## src/rtl/clk_ctrl_pkg.sv

```systemverilog
// Shared encodings and defaults for the CPU clock controller.
package clk_ctrl_pkg;

  // State encoding doubles as the LED display code.
  typedef enum logic [1:0] {
    ST_IDLE = 2'b00,
    ST_RUN  = 2'b01,
    ST_STEP = 2'b10,
    ST_HALT = 2'b11
  } clk_state_e;

  localparam int unsigned PRESC_W             = 27;
  localparam int unsigned DEF_DEBOUNCE_CYCLES = 1000000;
  localparam int unsigned DEF_RATE0_EXP       = 18;
  localparam int unsigned DEF_RATE1_EXP       = 20;
  localparam int unsigned DEF_RATE2_EXP       = 24;
  localparam int unsigned DEF_RATE3_EXP       = 26;

  // Mask of the low exp_bits prescaler bits; an exponent of 0 yields an
  // empty mask, so the tick fires every cycle.
  function automatic logic [PRESC_W-1:0] rate_mask(input int unsigned exp_bits);
    rate_mask = PRESC_W'((64'd1 << exp_bits) - 64'd1);
  endfunction

endpackage

```

## src/rtl/btn_debounce.sv

```systemverilog
// Push-button conditioning: 2-flop synchronizer, debounce, rising-edge pulse.
module btn_debounce
  import clk_ctrl_pkg::*;
#(
  parameter int unsigned DEBOUNCE_CYCLES = DEF_DEBOUNCE_CYCLES
) (
  input  logic mclk,
  input  logic clr,
  input  logic btn_raw,
  output logic btn_edge
);

  localparam int unsigned CNT_W = (DEBOUNCE_CYCLES > 1) ? $clog2(DEBOUNCE_CYCLES) : 1;
  localparam logic [CNT_W-1:0] CNT_LAST = CNT_W'(DEBOUNCE_CYCLES - 1);

  logic             sync_ff1;
  logic             sync_ff2;
  logic             level_q;
  logic             level_prev;
  logic [CNT_W-1:0] cnt_q;

  // Bring the raw button into the mclk domain.
  always_ff @(posedge mclk) begin
    if (clr) begin
      sync_ff1 <= 1'b0;
      sync_ff2 <= 1'b0;
    end else begin
      sync_ff1 <= btn_raw;
      sync_ff2 <= sync_ff1;
    end
  end

  // Accept a new level only after it has differed for the full window;
  // any return to the current level restarts the window.
  always_ff @(posedge mclk) begin
    if (clr) begin
      level_q <= 1'b0;
      cnt_q   <= '0;
    end else if (sync_ff2 == level_q) begin
      cnt_q <= '0;
    end else if (cnt_q == CNT_LAST) begin
      level_q <= sync_ff2;
      cnt_q   <= '0;
    end else begin
      cnt_q <= cnt_q + 1'b1;
    end
  end

  // Delayed copy of the debounced level for edge detection.
  always_ff @(posedge mclk) begin
    if (clr) level_prev <= 1'b0;
    else     level_prev <= level_q;
  end

  assign btn_edge = level_q & ~level_prev;

endmodule

```

## src/rtl/cpu_clk_ctrl.sv

```systemverilog
// Clock-enable generator for the MIPS core: free-run at a selectable rate,
// single-step from a push-button, and halt on request from the core.
module cpu_clk_ctrl
  import clk_ctrl_pkg::*;
#(
  parameter int unsigned DEBOUNCE_CYCLES = DEF_DEBOUNCE_CYCLES,
  parameter int unsigned RATE0_EXP       = DEF_RATE0_EXP,
  parameter int unsigned RATE1_EXP       = DEF_RATE1_EXP,
  parameter int unsigned RATE2_EXP       = DEF_RATE2_EXP,
  parameter int unsigned RATE3_EXP       = DEF_RATE3_EXP
) (
  input  logic        mclk,
  input  logic        clr,
  input  logic        run_sw,
  input  logic        step_btn,
  input  logic        halt_req,
  input  logic [1:0]  rate_sel,
  output logic        cpu_ce,
  output logic [1:0]  state,
  output logic [31:0] cycle_cnt
);

  localparam logic [PRESC_W-1:0] RATE0_MASK = rate_mask(RATE0_EXP);
  localparam logic [PRESC_W-1:0] RATE1_MASK = rate_mask(RATE1_EXP);
  localparam logic [PRESC_W-1:0] RATE2_MASK = rate_mask(RATE2_EXP);
  localparam logic [PRESC_W-1:0] RATE3_MASK = rate_mask(RATE3_EXP);

  logic               run_ff1;
  logic               run_sync;
  logic               step_edge;
  logic [PRESC_W-1:0] presc_q;
  logic [PRESC_W-1:0] tick_mask;
  logic               tick;
  clk_state_e         state_q;

  // Run switch synchronizer.
  always_ff @(posedge mclk) begin
    if (clr) begin
      run_ff1  <= 1'b0;
      run_sync <= 1'b0;
    end else begin
      run_ff1  <= run_sw;
      run_sync <= run_ff1;
    end
  end

  btn_debounce #(
    .DEBOUNCE_CYCLES(DEBOUNCE_CYCLES)
  ) u_step_db (
    .mclk    (mclk),
    .clr     (clr),
    .btn_raw (step_btn),
    .btn_edge(step_edge)
  );

  // Free-running prescaler; wraps naturally at all-ones.
  always_ff @(posedge mclk) begin
    if (clr) presc_q <= '0;
    else     presc_q <= presc_q + 1'b1;
  end

  // Rate select only changes which bits are compared, so a new rate takes
  // effect at its next matching count without a stray pulse.
  always_comb begin
    tick_mask = RATE0_MASK;
    case (rate_sel)
      2'd0:    tick_mask = RATE0_MASK;
      2'd1:    tick_mask = RATE1_MASK;
      2'd2:    tick_mask = RATE2_MASK;
      default: tick_mask = RATE3_MASK;
    endcase
  end

  assign tick = ((presc_q & tick_mask) == tick_mask);

  // Run/step/halt sequencing; halt has priority over leaving RUN.
  always_ff @(posedge mclk) begin
    if (clr) begin
      state_q <= ST_IDLE;
    end else begin
      case (state_q)
        ST_IDLE: begin
          if (run_sync)       state_q <= ST_RUN;
          else if (step_edge) state_q <= ST_STEP;
        end
        ST_RUN: begin
          if (halt_req)       state_q <= ST_HALT;
          else if (!run_sync) state_q <= ST_IDLE;
        end
        ST_STEP:              state_q <= halt_req ? ST_HALT : ST_IDLE;
        ST_HALT: begin
          if (!run_sync)      state_q <= ST_IDLE;
        end
        default:              state_q <= ST_IDLE;
      endcase
    end
  end

  // Enable decode; halt_req suppresses a coincident tick, and clr kills any
  // enable in the reset cycle itself.
  always_comb begin
    cpu_ce = 1'b0;
    case (state_q)
      ST_RUN:  cpu_ce = tick & ~halt_req;
      ST_STEP: cpu_ce = 1'b1;
      default: cpu_ce = 1'b0;
    endcase
    if (clr) cpu_ce = 1'b0;
  end

  // Count issued enables.
  always_ff @(posedge mclk) begin
    if (clr)         cycle_cnt <= 32'd0;
    else if (cpu_ce) cycle_cnt <= cycle_cnt + 32'd1;
  end

  assign state = state_q;

endmodule

```

## config.mk

```make
export PLATFORM = sky130hd
export DESIGN_NAME = cpu_clk_ctrl
export DESIGN_NICKNAME = d
export VERILOG_FILES = /design/src/rtl/clk_ctrl_pkg.sv /design/src/rtl/btn_debounce.sv /design/src/rtl/cpu_clk_ctrl.sv
export SDC_FILE = /design/constraint.sdc
export NUM_CORES = 1
export LEC_CHECK = 0
export ABC_AREA = 1
export CAP_MARGIN = 40
export CORE_MARGIN = 2
export CORE_UTILIZATION = 53
export DETAILED_ROUTE_END_ITERATION = 10
export PLACE_DENSITY = 0.79
export SKIP_CTS_REPAIR_TIMING = 1
export SYNTH_ARGS = -nofsm -noshare
export SYNTH_HDL_FRONTEND = slang
export SYNTH_HIERARCHICAL = 1
export SYNTH_SLANG_ARGS = --single-unit
```

## constraint.sdc

```tcl
create_clock -name mclk -period 1.8 [get_ports mclk]
set_clock_uncertainty 0.2 [all_clocks]
set_input_delay 0.36 -clock mclk [delete_from_list [all_inputs] [get_ports mclk]]
set_output_delay 0.36 -clock mclk [all_outputs]
set_load 0.05 [all_outputs]
```

* Word level (Yosys, flattened, before mapping)
Cells that the tools add are included.
** Cells by class
- $add $sub $neg :: 3
- $mul :: 0
- Divide/modulo/power cells :: 0
- $lt $le $gt $ge :: 0
- Equal/unequal tests :: 9
- Shifts and indexed selects :: 0
- Multiplexer cells :: 9
- Bitwise gates (word level) :: 6
- Reduce and logical (&&, ||, !) cells :: 4
** Operator list (number)
- case mux 26 bit (3 select lines) :: 1
- adder 32 x 1 -> 32 bit (second input constant) :: 1
- adder 27 x 1 -> 27 bit (second input constant) :: 1
- AND 27 bit :: 1
- equality test 27 bit :: 1
- adder 20 x 1 -> 20 bit (second input constant) :: 1
- equality test 20 bit (second input constant) :: 1
- two-way mux 2 bit :: 5
- case mux 2 bit (4 select lines) :: 1
- equality test 2 bit (second input constant) :: 3
- equality test 2 x 1 -> 1 bit (second input constant) :: 2
- logical NOT 2 bit :: 2
- inequality test 3 bit (second input constant) :: 1
- inverter 1 bit :: 3
- OR reduction 3 bit :: 1
- AND 1 bit :: 2
- case mux 1 bit (2 select lines) :: 1
- AND reduction 2 bit :: 1
- equality test 1 bit :: 1
- two-way mux 1 bit :: 1
** Word-level totals
- Flip-flop bits (word level) :: 87
- Bits in latches :: 0
- RAM bits :: 0
- ROM bits :: 0
- Bits of input ports :: 7
- Output and inout bits :: 35
- Word-level logic and storage cells :: 41
- Memories :: 0

* Logic depth before layout (Yosys ltp)
- Word-level depth :: 7
- Gate-level depth with buffers :: 13
- Depth with buffers taken out :: 12

* By module
Netlist, hierarchy kept.
** By module, submodules not included
- cpu_clk_ctrl :: times used 1, cells each 611, area an instance 3833.7 µm², seq. area each 1241.2 µm²
- btn_debounce :: times used 1, cells each 168, area an instance 1219.9 µm², seq. area each 480.5 µm²

* Worst setup path before layout
Ideal clock, no wire load.
- Kind :: register to output
- Start :: reg state_q[0], in the netlist state[0]
- End :: out cpu_ce
- Arrival time :: 1.856 ns
- Data required time :: 1.240 ns
- Path slack :: -0.616 ns
- Cell stages (with the launch flop) :: 11
- Path buffers :: 1
- Path through :: dfxtp_1 > ha_1 > nand2_1 > nor2_1 > nand2_1 > a21oi_1 > nand2_2 > nand2_4 > buf_12 > nand3_4 > inv_2
** Between the ends
- Word-level cells in the longest chain between the ends :: 3
- Elaborated cells on any way between the ends :: 4
- Classes of those cells :: 2 x eq/ne; 2 x mux
** RTL lines
- start: declaration :: line cpu_clk_ctrl.sv:34 : clk_state_e state_q;
- start signal: assignment :: line cpu_clk_ctrl.sv:90 : ST_STEP: state_q <= halt_req ? ST_HALT : ST_IDLE;
- equality test 2 bit / equality test 2 x 1 -> 1 bit (equally long branches) :: line cpu_clk_ctrl.sv:103 : case (state_q)
- case mux 1 bit (2 select lines) (*) :: line cpu_clk_ctrl.sv:103
- two-way mux 1 bit (*) :: line cpu_clk_ctrl.sv:108 : if (clr) cpu_ce = 1'b0;
- end: declaration :: line cpu_clk_ctrl.sv:18 : output logic cpu_ce,
Every way passes the cells marked *; elsewhere a longest branch is shown, timed or not.

* Worst setup path in the final report
- Start :: reg presc_q[0]
- End :: out cpu_ce
** Between the ends
- Word-level cells in the longest chain between the ends :: 5
** RTL lines
- start: declaration :: line cpu_clk_ctrl.sv:31 : logic [PRESC_W-1:0] presc_q;
- start signal: assignment :: line cpu_clk_ctrl.sv:59 : else presc_q <= presc_q + 1'b1;
- AND 27 bit :: line cpu_clk_ctrl.sv:74 : assign tick = ((presc_q & tick_mask) == tick_mask);
- equality test 27 bit :: line cpu_clk_ctrl.sv:74
- AND 1 bit :: line cpu_clk_ctrl.sv:104 : ST_RUN: cpu_ce = tick & ~halt_req;
- case mux 1 bit (2 select lines) :: line cpu_clk_ctrl.sv:103
- two-way mux 1 bit :: line cpu_clk_ctrl.sv:108
No other way between the ends.

==> results.tsv <==
metric	value	unit
PortBufs	41	
most common cell after layout, fill and taps aside	nand2_1	
Die Ht	102	um
Layout area overhead	35.9	%
CTS buffer count	9	
Via Count	5436	
most frequently used flop master after synthesis	dfxtp_1	
CTS Buffer Depth	2	
WP data arrival	1740	ps
dpl hpwl	10200	um
Starting Density	54.7	%
worst path cell trace	ha_4 > nand2_4 > nor2_4 > nand3_4 > nor2_8 > nand2_2 > nand2_4 > nand3_4 > inv_8 > buf_12	
CP top delay family	simple AND/OR/NAND/NOR gates	
layout cells sized above 1	25.5	%
CTS tree	done	
met3 routed WL	750	um
Iteration-0 DRC Markers	289	
sequential element share of the synthesized area	34.1	%
global-route wire length before repair	23000	um
TritonRoute pass-1 iters	5	
H-tree Lvls	3	
synth unique cells	42	
CTS root buffer	clkbuf_8	
DIE WIDTH	102	um
Slowest Stage Delay on Critical Path	360	ps
grt ovf	0	
total of warnings raised by yosys	6	
Inst Count DP	1010	
# DRC	0	
Layout fillers	699	
Area after DPL	0.00655	mm^2
post-synthesis mux area share	0	%
drt total wl	13900	um
CP Depth	10	
Buf/Inv on CP	2	
CP Launch Point	presc_q[0]	
Max-slew headroom	63.4	%
final hold viol count	0	
Synth Area in Simple Gates	44.1	%
Total GRT Usage	27.4	%
Routed Antenna Nets	0	
Tmin final	2300	ps
vias in the first global route	5311	
Worst-Margin Slew	544	ps
die area	0.0103	mm^2
NumNets Final	911	
main combinational cell family by area after synthesis	simple AND/OR/NAND/NOR gates	
most frequent cells in the layout	nand2_1 (196), nor2_1 (124), inv_1 (106)	
final worst setup slack	-497	ps
worst skew pair latency	360	ps
Non-Filler Instances	1030	
Avg Inst Size Synth	6.49	um^2
unrepaired setup endpoints after global routing	true	
status	finished, violations left	
antenna diode count	0	
class of the worst hold path	reg -> reg	
Final Cycle Share	128	%
post-DR vias/cell	5.28	
Critical Path Source Type	flop	
hold-critical path depth	2	
Leak	2.62	nW
reg2reg start	presc_q[0]	
Highest Signal Layer	met4	
Slew Viols, Final	0	
violated checks	setup timing	
Synth Area in Compound Gates	7.60	%
worst hold path startpoint	run_ff1	
Design Area, Final	0.00687	mm^2
fmax	435	MHz
Crit Path Max Fanout	3	
Max Cap Viol	0	
Post-Synth XOR/XNOR Area	1.56	%
core area	0.00924	mm^2
reg2reg setup slack	-250	ps
Reg2Reg Depth	11	
routed wl met2	7110	um
CTS clock-pin slew for the worst setup and hold paths	90	ps
Required @ worst endpoint	1240	ps
syn nets	794	
Setup TNS	-4870	ps
GPL Wtd Cong	0.921	
#FFs+latches synth	86	
highest ir drop seen on vdd	0.000480	V
Post-synth EDFFs	0	
Ports	42	
wire length per cell	13.5	um
met1 WL	5610	um
final setup violation count	33	
Rows	35	
TritonCTS Sinks	86	
crit end category	output pin	
Mapped Cells	779	
largest net degree at the start of global routing	28	
power per cell area	719	mW/mm^2
Slowest-stage cell, CP	dfxtp_2	
Post-synth ARST share	0	%
Post-Syn Area	0.00505	mm^2
antenna violations before repair	0	
Post-Synth Adder-Cell Area	1.98	%
path type of the worst setup path	reg -> out	
-- registers in the layout, indices dropped and copies added, names as in the netlist --
signal and flops:
u_step_db/sync_ff1 1, state 2, run_ff1 1, cycle_cnt 32
presc_q 26, u_step_db/level_prev 1, u_step_db/cnt_q 20, run_sync 1
u_step_db/sync_ff2 1, u_step_db/level_q 1
-- Yosys cell counts, drive strengths merged (2+ instances only) --
| library cell | number | share of area, % |
|---|---|---|
| or2 | 3 | 0.37 |
| o21bai | 2 | 0.30 |
| a21oi | 36 | 3.8 |
| ha | 8 | 2.0 |
| buf | 7 | 1.6 |
| xor2 | 3 | 0.52 |
| or3 | 2 | 0.25 |
| nand3b | 11 | 1.6 |
| nor4 | 2 | 0.25 |
| nand4 | 27 | 3.3 |
| o21ai | 29 | 2.9 |
| nand2 | 204 | 16 |
| clkbuf | 10 | 0.74 |
| xnor2 | 6 | 1.0 |
| a221oi | 2 | 0.35 |
| inv | 112 | 8.3 |
| and2 | 2 | 0.25 |
| nor3 | 19 | 2.0 |
| nand3 | 47 | 6.7 |
| nor2 | 154 | 13 |
| dfxtp | 86 | 34 |
| nor3b | 2 | 0.30 |
-- stage by stage --
| stage | worst slack (ps) | power [mW] | hold slack (ps) | util, % |
|---|---|---|---|---|
| finish | -497 | 4.94 | 211 | 74.3 |
| CTS | -607 | 4.95 | 215 | 73.3 |
| detailed placement | -544 | 3.41 | 201 | 70.8 |
| global placement | -463 | 3.35 | 194 | 70.8 |
| global route | -566 | 5.15 | 235 | 74.3 |
| floorplan | -258 | 3.01 | 188 | - |
-- cell type report --
type | count | area [um^2] | area share, %
Clock inverter | 5 | 82.6 | 1.20
Sequential cell | 86 | 1760 | 25.7
Timing Repair Buffer | 123 | 1380 | 20.0
Tap cell | 129 | 161 | 2.35
Clock buffer | 11 | 141 | 2.06
Inverter | 113 | 434 | 6.32
Multi-Input combinational cell | 563 | 2910 | 42.4
-- layer usage --
layer	up-vias	track usage, %
met1	2481	32.0
li1	2698	-
met4	0	13.3
met3	51	4.97
met5	-	0
met2	206	48.1
-- logic make-up after synthesis --
kind of cell | count (synthesis)
flops | 86
fa+ha+maj | 8
buf+inv | 130
simple gates | 475
xor+xnor | 9
compound gates | 71
-- path summary, 6_finish.rpt --
kind | to
worst max-delay path | cpu_ce
worst min-delay path | run_sync
worst max register to register | cycle_cnt[10]
worst min register to register | run_sync
-- worst min-delay path: cells and delay by family, from the launching register on --
kind | cells | cell delay (ps)
simple gates | 1 | 30
buf+inv | 1 | 40
flops | 1 | 310
-- power breakdown --
part	switching, mW	leakage (nW)	total [mW]	internal (mW)
clock	0.725	0.114	1.55	0.826
sequential	0.0543	0.706	2.02	1.96
combinational	0.907	1.80	1.37	0.465
Note: power is estimated with default switching activity, not from simulation.
